--- src/rtl/kp_midi_pkg.sv ---
// Shared types and constants for the MIDI note controller feeding the Karplus-Strong voice.
package kp_midi_pkg;
  localparam logic [3:0]  NOTE_OFF  = 4'h8;
  localparam logic [3:0]  NOTE_ON   = 4'h9;
  localparam logic [3:0]  PROG      = 4'hC;
  localparam logic [3:0]  CHPRESS   = 4'hD;
  localparam logic [10:0] DELAY_MAX = 11'd2047;

  typedef enum logic [1:0] {P_IDLE, P_D1, P_D2} pstate_t;
  typedef enum logic [1:0] {T_IDLE, T_LOW, T_GUARD} tstate_t;

  typedef struct packed {
    logic [6:0] note;
    logic [6:0] vel;
  } note_ev_t;
endpackage

--- src/rtl/kp_pitch_rom.sv ---
// Note number -> delay-line length, round(96000/f_note) clamped to DELAY_MAX; 1-cycle read.
module kp_pitch_rom
  import kp_midi_pkg::*;
(
  input  logic        a_clk,
  input  logic        en,
  input  logic [6:0]  addr,
  output logic [10:0] dout
);
  // Notes below 31 all exceed the delay-line length, so only 31..127 are tabulated.
  localparam logic [6:0] FIRST = 7'd31;
  localparam logic [10:0] TBL [0:96] = '{
    11'd1959, 11'd1849, 11'd1745, 11'd1647, 11'd1555, 11'd1468, 11'd1385, 11'd1308,
    11'd1234, 11'd1165, 11'd1100, 11'd1038, 11'd980,  11'd925,  11'd873,
    11'd824,  11'd778,  11'd734,  11'd693,  11'd654,  11'd617,  11'd582,  11'd550,
    11'd519,  11'd490,  11'd462,  11'd436,
    11'd412,  11'd389,  11'd367,  11'd346,  11'd327,  11'd309,  11'd291,  11'd275,
    11'd259,  11'd245,  11'd231,  11'd218,
    11'd206,  11'd194,  11'd183,  11'd173,  11'd163,  11'd154,  11'd146,  11'd137,
    11'd130,  11'd122,  11'd116,  11'd109,
    11'd103,  11'd97,   11'd92,   11'd87,   11'd82,   11'd77,   11'd73,   11'd69,
    11'd65,   11'd61,   11'd58,   11'd55,
    11'd51,   11'd49,   11'd46,   11'd43,   11'd41,   11'd39,   11'd36,   11'd34,
    11'd32,   11'd31,   11'd29,   11'd27,
    11'd26,   11'd24,   11'd23,   11'd22,   11'd20,   11'd19,   11'd18,   11'd17,
    11'd16,   11'd15,   11'd14,   11'd14,
    11'd13,   11'd12,   11'd11,   11'd11,   11'd10,   11'd10,   11'd9,    11'd9,
    11'd8,    11'd8
  };

  logic [6:0] idx;
  assign idx = addr - FIRST;

  always_ff @(posedge a_clk)
    if (en) dout <= (addr < FIRST) ? DELAY_MAX : TBL[idx];
endmodule

--- src/rtl/kp_midi_note_ctrl.sv ---
// MIDI byte parser plus trigger sequencer driving the KP voice trig/velocity/delay_length/gate.
module kp_midi_note_ctrl
  import kp_midi_pkg::*;
#(
  parameter logic [3:0]  MIDI_CH   = 4'd0,
  parameter int          TRIG_HOLD = 8,
  parameter logic [10:0] DEF_DELAY = 11'd218
)(
  input  logic        a_clk,
  input  logic        reset_n,
  input  logic [7:0]  rx_data,
  input  logic        rx_valid,
  output logic        trig,
  output logic [6:0]  velocity,
  output logic [10:0] delay_length,
  output logic        gate,
  output logic [6:0]  note_num
);
  localparam logic [7:0] HOLD_M1 = 8'(TRIG_HOLD - 1);

  pstate_t    pst, pst_nxt;
  logic [7:0] rs, rs_nxt;
  logic       rs_vld, rs_vld_nxt;
  logic [6:0] d1, d1_nxt;
  logic       on_stb, off_stb;

  tstate_t    tst, tst_nxt;
  logic [7:0] cnt, cnt_nxt;
  logic       fire;
  logic       pend;
  note_ev_t   pev;
  logic [10:0] pdelay;

  // Parser: realtime bytes (F8..FF) fall through every branch untouched.
  always_comb begin
    pst_nxt    = pst;
    rs_nxt     = rs;
    rs_vld_nxt = rs_vld;
    d1_nxt     = d1;
    on_stb     = 1'b0;
    off_stb    = 1'b0;
    if (rx_valid) begin
      if (rx_data[7:3] == 5'b11110) begin
        rs_vld_nxt = 1'b0;
        pst_nxt    = P_IDLE;
      end else if (rx_data[7] && rx_data[7:4] != 4'hF) begin
        rs_nxt     = rx_data;
        rs_vld_nxt = 1'b1;
        pst_nxt    = P_D1;
      end else if (!rx_data[7]) begin
        case (pst)
          P_D2: begin
            pst_nxt = P_D1;
            if (rs[3:0] == MIDI_CH) begin
              on_stb  = (rs[7:4] == NOTE_ON) && (rx_data[6:0] != 7'd0);
              off_stb = (rs[7:4] == NOTE_OFF) ||
                        ((rs[7:4] == NOTE_ON) && (rx_data[6:0] == 7'd0));
            end
          end
          default: if (pst == P_D1 || rs_vld) begin
            if (rs[7:4] == PROG || rs[7:4] == CHPRESS) begin
              pst_nxt = P_D1;
            end else begin
              d1_nxt  = rx_data[6:0];
              pst_nxt = P_D2;
            end
          end
        endcase
      end
    end
  end

  always_ff @(posedge a_clk or negedge reset_n)
    if (!reset_n) begin
      pst    <= P_IDLE;
      rs     <= '0;
      rs_vld <= 1'b0;
      d1     <= '0;
    end else begin
      pst    <= pst_nxt;
      rs     <= rs_nxt;
      rs_vld <= rs_vld_nxt;
      d1     <= d1_nxt;
    end

  // The ROM output register doubles as the pending delay; it only moves on a note-on.
  kp_pitch_rom u_rom (
    .a_clk (a_clk),
    .en    (on_stb),
    .addr  (d1),
    .dout  (pdelay)
  );

  // Trigger sequencer: a queued note fires straight out of the last guard cycle.
  always_comb begin
    tst_nxt = tst;
    cnt_nxt = cnt;
    fire    = 1'b0;
    case (tst)
      T_IDLE:  fire = pend;
      T_LOW:   if (cnt == HOLD_M1) begin
                 tst_nxt = T_GUARD;
                 cnt_nxt = '0;
               end else cnt_nxt = cnt + 8'd1;
      T_GUARD: if (cnt == HOLD_M1) begin
                 fire    = pend;
                 tst_nxt = T_IDLE;
               end else cnt_nxt = cnt + 8'd1;
      default: tst_nxt = T_IDLE;
    endcase
    if (fire) begin
      tst_nxt = T_LOW;
      cnt_nxt = '0;
    end
  end

  always_ff @(posedge a_clk or negedge reset_n)
    if (!reset_n) begin
      tst          <= T_IDLE;
      cnt          <= '0;
      trig         <= 1'b1;
      pend         <= 1'b0;
      pev          <= '0;
      velocity     <= '0;
      delay_length <= DEF_DELAY;
      note_num     <= '0;
      gate         <= 1'b0;
    end else begin
      tst  <= tst_nxt;
      cnt  <= cnt_nxt;
      trig <= (tst_nxt != T_LOW);
      if (on_stb) begin
        pend     <= 1'b1;
        pev.note <= d1;
        pev.vel  <= rx_data[6:0];
      end else if (fire) begin
        pend <= 1'b0;
      end
      if (fire) begin
        velocity     <= pev.vel;
        delay_length <= pdelay;
        note_num     <= pev.note;
        gate         <= !(off_stb && d1 == pev.note);
      end else if (off_stb && d1 == note_num && gate) begin
        gate <= 1'b0;
      end
    end
endmodule

--- config.mk ---
export PLATFORM = sky130hd
export DESIGN_NAME = kp_midi_note_ctrl
export DESIGN_NICKNAME = d
export VERILOG_FILES = /design/src/rtl/kp_midi_pkg.sv /design/src/rtl/kp_pitch_rom.sv /design/src/rtl/kp_midi_note_ctrl.sv
export SDC_FILE = /design/constraint.sdc
export NUM_CORES = 1
export LEC_CHECK = 0
export CAP_MARGIN = 20
export CORE_ASPECT_RATIO = 1.5
export CORE_MARGIN = 10
export CORE_UTILIZATION = 60
export DETAILED_ROUTE_END_ITERATION = 8
export PLACE_DENSITY = 0.89
export SYNTH_ARGS = -nofsm -noshare
export SYNTH_HDL_FRONTEND = slang
export SYNTH_SLANG_ARGS = --single-unit
--- constraint.sdc ---
create_clock -name a_clk -period 8.2 [get_ports a_clk]
set_input_delay 1.64 -clock a_clk [delete_from_list [all_inputs] [get_ports a_clk]]
set_output_delay 1.64 -clock a_clk [all_outputs]
set_load 0.1 [all_outputs]
## Word level (Yosys, flattened, before mapping)

Memory sizes are Yosys's and may differ from the RTL's. A register that Yosys moved wholly into a read port is not among the register bits.
Cells that the tools add are included.

- Input port bits: 11
- Flip-flop bits (word level): 70
- Memories: 1
- Output and inout port bits: 27
- Memory bits (read-only): 1408
- Word-level logic and storage cells: 98

Memory list:

| memory | words | bits a word | read ports | clocked after memory_dff | wr ports | RTL line | text |
|---|---|---|---|---|---|---|---|
| (no name shown) | 128 | 11 | 1 | 1 | 0 | kp_pitch_rom.sv:35 | `if (en) dout <= (addr < FIRST) ? DELAY_MAX : TBL[idx];` |

- Add/subtract/negate cells: 2
- Eq/ne operators: 16
- Mux-type cells: 34
- Order comparisons: 1
- Reductions and logical operators: 24
- Bitwise operators: 6

Operators with widths:

| operator | number |
|---|---|
| 8-bit 2-to-1 mux | 3 |
| 1-bit 2-to-1 mux | 19 |
| 2-bit 2-to-1 mux | 9 |
| 4-bit equality test (second input constant) | 4 |
| 8-bit case mux with 2 select lines | 1 |
| 7-bit equality test | 2 |
| 8-bit by 1-bit adder with 8-bit output (second input constant) | 1 |
| 8-bit by 3-bit equality test with 1-bit output (second input constant) | 1 |
| 7-bit inverter with 8-bit output | 1 |
| 7-bit zero test | 1 |
| 7-bit by 5-bit < comparator with 1-bit output (second input constant) | 1 |
| 7-bit AND reduction | 1 |
| 7-bit nonzero test | 1 |
| 7-bit by 5-bit subtractor with 7-bit output (second input constant) | 1 |
| 1-bit logical AND | 6 |
| 2-bit case mux with 3 select lines | 1 |
| 3-bit AND reduction | 2 |
| 2-bit nonzero test | 3 |
| 5-bit equality test (second input constant) | 1 |
| 1-bit inverter | 5 |
| 2-bit by 1-bit equality test with 1-bit output (second input constant) | 2 |
| 2-bit equality test (second input constant) | 2 |
| 4-bit zero test | 1 |
| 4-bit != test (second input constant) | 1 |
| other kinds (10) | 13 |

## Logic depth before layout (Yosys ltp)

- Depth after elaboration: 13
- Depth in mapped cells: 12
- Mapped depth without buffers: 9

## By module

Synthesis repeated with hierarchy kept, for this count alone.

- Cell total of the unflattened synthesis: 580
- Area total of the unflattened synthesis: 5193.7 um2

By module, submodules not included:

| module | area an instance (um2) | instances | cells an instance | sequential area each (um2) |
|---|---|---|---|---|
| kp_midi_note_ctrl | 3198.1 | 1 | 303 | 1759.2 |
| kp_pitch_rom | 1995.7 | 1 | 277 | 330.3 |

## Worst setup path after synthesis

OpenSTA, ideal clock, no wires.

- Path type: in2reg
- Start point: input port rx_data[6]
- End point: register pev[13] in the netlist's numbering
- Path buffers: 1
- Arrival time: 3.130 ns
- Stages: 5
- Path slack: 4.943 ns
- Data required time: 8.072 ns
- Cell sequence: or4_1 o41ai_2 nor2_1 buf_2 mux2_1

- Word-level cells in the longest chain between the ends: 8
- Elaborated cells on any way between the ends: 11
- Those cells by class: eq/ne (2); mux (6); reduce/logical (3)

RTL lines:

| item | RTL line | text |
|---|---|---|
| start, declared | kp_midi_note_ctrl.sv:11 | `input logic [7:0] rx_data,` |
| 7-bit nonzero test | kp_midi_note_ctrl.sv:55 | `on_stb = (rs[7:4] == NOTE_ON) && (rx_data[6:0] != 7'd0);` |
| 1-bit logical AND | kp_midi_note_ctrl.sv:55 |  |
| 1-bit 2-to-1 mux | kp_midi_note_ctrl.sv:54 | `if (rs[3:0] == MIDI_CH) begin` |
| 1-bit 2-to-1 mux | kp_midi_note_ctrl.sv:51 | `case (pst)` |
| 1-bit 2-to-1 mux | kp_midi_note_ctrl.sv:50 | `end else if (!rx_data[7]) begin` |
| 1-bit 2-to-1 mux | kp_midi_note_ctrl.sv:46 | `end else if (rx_data[7] && rx_data[7:4] != 4'hF) begin` |
| 1-bit 2-to-1 mux * | kp_midi_note_ctrl.sv:43 | `if (rx_data[7:3] == 5'b11110) begin` |
| 1-bit 2-to-1 mux * | kp_midi_note_ctrl.sv:42 | `if (rx_valid) begin` |
| end, declared | kp_midi_note_ctrl.sv:31 | `note_ev_t pev;` |

Every way passes the cells marked *; elsewhere a longest branch is shown, timed or not.
A chain may end at the register's enable or synchronous reset.

## Worst setup path after layout

- Start point: register d1[1]
- End point: register u_rom.dout[1], data pin

- Word-level cells in the longest chain between the ends: 2
- Elaborated cells on any way between the ends: 3
- Those cells by class: add/sub (1); order compare (1); bitwise (1)

RTL lines:

| item | RTL line | text |
|---|---|---|
| start, declared | kp_midi_note_ctrl.sv:24 | `logic [6:0] d1, d1_nxt;` |
| start signal, assigned | kp_midi_note_ctrl.sv:83 | `d1 <= d1_nxt;` |
| 7-bit by 5-bit subtractor with 7-bit output | kp_pitch_rom.sv:32 | `assign idx = addr - FIRST;` |
| 7-bit inverter with 8-bit output (implied by the code) | kp_pitch_rom.sv:35 |  |
| end, declared | kp_pitch_rom.sv:8 | `output logic [10:0] dout` |

Several ways; a longest one is shown, not always the timed one.

==> key figures <==
CTS
  • CTS tree: yes
  • Post-CTS Setup Inserts: 0
  • CTS buffer count: 9
  • Clk sinks: 81
  • PostCTS Resize Cnt: 0
  • Hold Buf Count CTS: 0
  • Htree depth: 3
  • Maximum root-to-sink buffer count: 2
  • CTS root buffer: clkbuf_16
  • Clock transition at path regs: 60 ps
  • Clock Latency Late Sink: 340 ps

Timing
  • Final worst path period share: 0.487
  • RSZ-0062 raised after global routing: false
  • TNS Setup: 0 ps
  • Minimum clock period: 3990 ps
  • Worst Skew: 7.66 ps
  • Slew @ Worst Pin: 1030 ps
  • Max frequency: about 250 MHz
  • Max Slew Vio Count: 0
  • Slew margin rel.: 0.309
  • Final setup fails: 0
  • Hold Vio Cnt, Final: 0

Critical path
  • Worst Path Required: between 8000 and 9000 ps
  • Crit path DAT: 4060 ps
  • Crit-path max FO: 19
  • Startpoint types: register
  • Reg2reg setup slack: 4210 ps
  • WS Path Type: register to register
  • R2R Path End: u_rom.dout[1]
  • Crit. End Element: register
  • Worst r2r path cells: 9
  • Worst reg2reg startpoint: d1[1]

Synthesis
  • FFs w/ async S/R, synth: 0.864
  • EDFF count, synth: 11
  • Cell count after synthesis: around 520
  • Cell area after synthesis: 5050 um2
  • Yosys cell types: 64
  • Mean area per synthesized cell: between 9 and 10 um2
  • FF+latch count, synth: 81
  • Main synth FF type: dfrtp_1
  • Sequential share of the synthesized area: 0.413
  • Syn Nets: 545
  • Synth warnings: 0

Cells and area
  • ANT cells: 0
  • Layout cells sized above 1: 0.175
  • Layout area overhead: 14.3%
  • Final net count: approximately 560
  • Utilization after layout: 0.695

Global route
  • First-pass GRT wire length: approximately 21 mm
  • GRT overflow: 0
  • Total Routing Usage GR: 0.212
  • Initial antenna violation count: 0
  • Most crowded layer after global routing: met2
  • Largest net degree at the start of global routing: 71
  • Met3 usage in global routing: 0.0348
  • Vias in the first global route: 4170
  • Global routing met2 resource utilization: 0.354
  • Met1 Usage GRT: 0.249

Die
  • DIE AREA: approximately 13000 um2
  • Rows: 41
  • Total core area: 8310 um2
  • Die Span X: between 90 and 100 um
  • Die Y: 132 um
  • Initial core utilization: 0.608
  • # IOs: 38

Routing
  • Pre-Repair DR Iteration Count: 5
  • Final WL: 13.1 mm
  • Wire per inst: 20.0 um
  • Initial DRC Count: 302
  • Final ANT Viol Nets: 0
  • Via-per-instance ratio: 6.61
  • Via count: 4329
  • Residual DRC count: 0

Worst hold path
  • Hold_sp: rs[7]
  • Worst Hold Depth: 1
  • HP Class: register to register
  • Hold path endpoint: rs[7]

Power
  • Static leakage: about 0.0024 uW
  • Maximum vdd ir drop: 0.243 mV
  • Power Dens Cells: 420 nW/um2
  • Final total power: about 2400 uW

Outcome
  • Outcome: finished, final reports clean

Placed design
  • RD Place Congestion: between 0.9 and 1
  • Port bufs: 37
  • DP HPWL: 9.06 mm

Flow run
  • Max cap viols: 0
## power by group
group / switching (uW) / total (uW) / internal [uW] / leakage, uW
Clock: 152 / 406 / 254 / 0.000148
Combinational: 917 / 1410 / 498 / 0.00123
Sequential: 108 / 606 / 498 / 0.000997
## cell type report
| cell class | instances | area [um2] |
|---|---|---|
| fillers | 585 | 2530 |
| clock buffers | 12 | 258 |
| well taps | 107 | 134 |
| multi-input cells | 391 | 2760 |
| inverters | 13 | 48.8 |
| clock inverters | 4 | 51.3 |
| flip-flops and latches | 81 | 2090 |
| repair buffers | 47 | 440 |
## registers in the layout (all words and copies together), names as in the netlist, 2 cells and up
register      cells
u_rom.dout       11
rs                8
note_num          7
d1                7
pst               2
pev              14
velocity          7
tst               2
cnt               8
delay_length     11
## synth_stat cells, drive strengths merged (8+ instances only)
cell,number,area (um2)
a21oi,34,170
a31oi,11,68.8
buf,17,77.6
clkbuf,22,82.6
dfrtp,64,1600
edfxtp,11,330
ha,10,125
inv,12,45.0
mux2,54,608
mux2i,12,120
nand2,32,120
nand2b,8,50.1
nand3,24,125
nor2,34,130
nor3,13,70.1
o211ai,14,105
o21ai,33,165
xnor2,18,158
xor2,8,70.1
## routing by layer
metal  part of all wire  vias to the layer above  wire [um]
li1                   -                     1980          -
met1               0.39                     2099       5060
met2               0.51                      199       6710
met3              0.054                       51        711
met4              0.047                        0        614
met5                  0                        -          0
## kinds of logic after synthesis
logic type | share of synthesized area
AO/OA/AOI/OAI | 0.181
XOR/XNOR | 0.0451
adder cells (fa/ha/maj) | 0.0248
buffers and inverters | 0.0413
flip-flops | 0.413
multiplexers | 0.144
AND/OR/NAND/NOR | 0.151
## worst max-delay path by stage
stage / slack, ps / to / cells after the start / startpoint
after detailed placement: 4170 / u_rom.dout[4] / 5 / rx_data[7]
final: 4210 / u_rom.dout[1] / 9 / d1[1]
after global placement: 4320 / pev[7] / 5 / rx_valid
after global routing: 4040 / u_rom.dout[0] / 10 / d1[1]
after floorplan: 4940 / pev[13] / 5 / rx_data[6]
after CTS: 4290 / u_rom.dout[1] / 9 / d1[1]
## layout by cell type, fill, tap and decap left out, types with 7 or more instances in the layout
cell             synthesis  routed
mux2i_1                 12      12
dfrtp_1                 64      64
a21oi_1                 34      34
a31oi_1                 11      11
clkbuf_16                0      10
o21ai_0                 32      32
nand3_1                 23      23
nand2b_1                 8       8
xor2_1                   8       8
nand2_1                 32      32
inv_1                   12      12
nor2_1                  33      33
o211ai_1                14      14
clkdlybuf4s50_1          0      36
nor3_1                  12      12
edfxtp_1                11      11
buf_4                    0      10
xnor2_1                 18      18
nand4_1                  7       7
mux2_2                  53      53
ha_1                    10      10
## critical path: stages (launching register included)
cell and delay [ps]:
dfrtp_1 810, ha_1 570, inv_1 170, ha_1 640
buf_4 300, inv_1 210, or2_2 360, a311oi_1 370
a311o_1 170, nand4_1 100
## per-stage QoR
step	hold slack, ps	worst slack (ps)	std cells	area [um2]
2_1_floorplan	431	4940	524	5050
3_3_place_gp	447	4320	637	5450
3_5_place_dp	456	4170	637	5450
4_1_cts	469	4290	653	5760
5_1_grt	488	4040	655	5780
6_report	468	4210	655	5780
No activity file was read; power rests on OpenSTA's default activity.
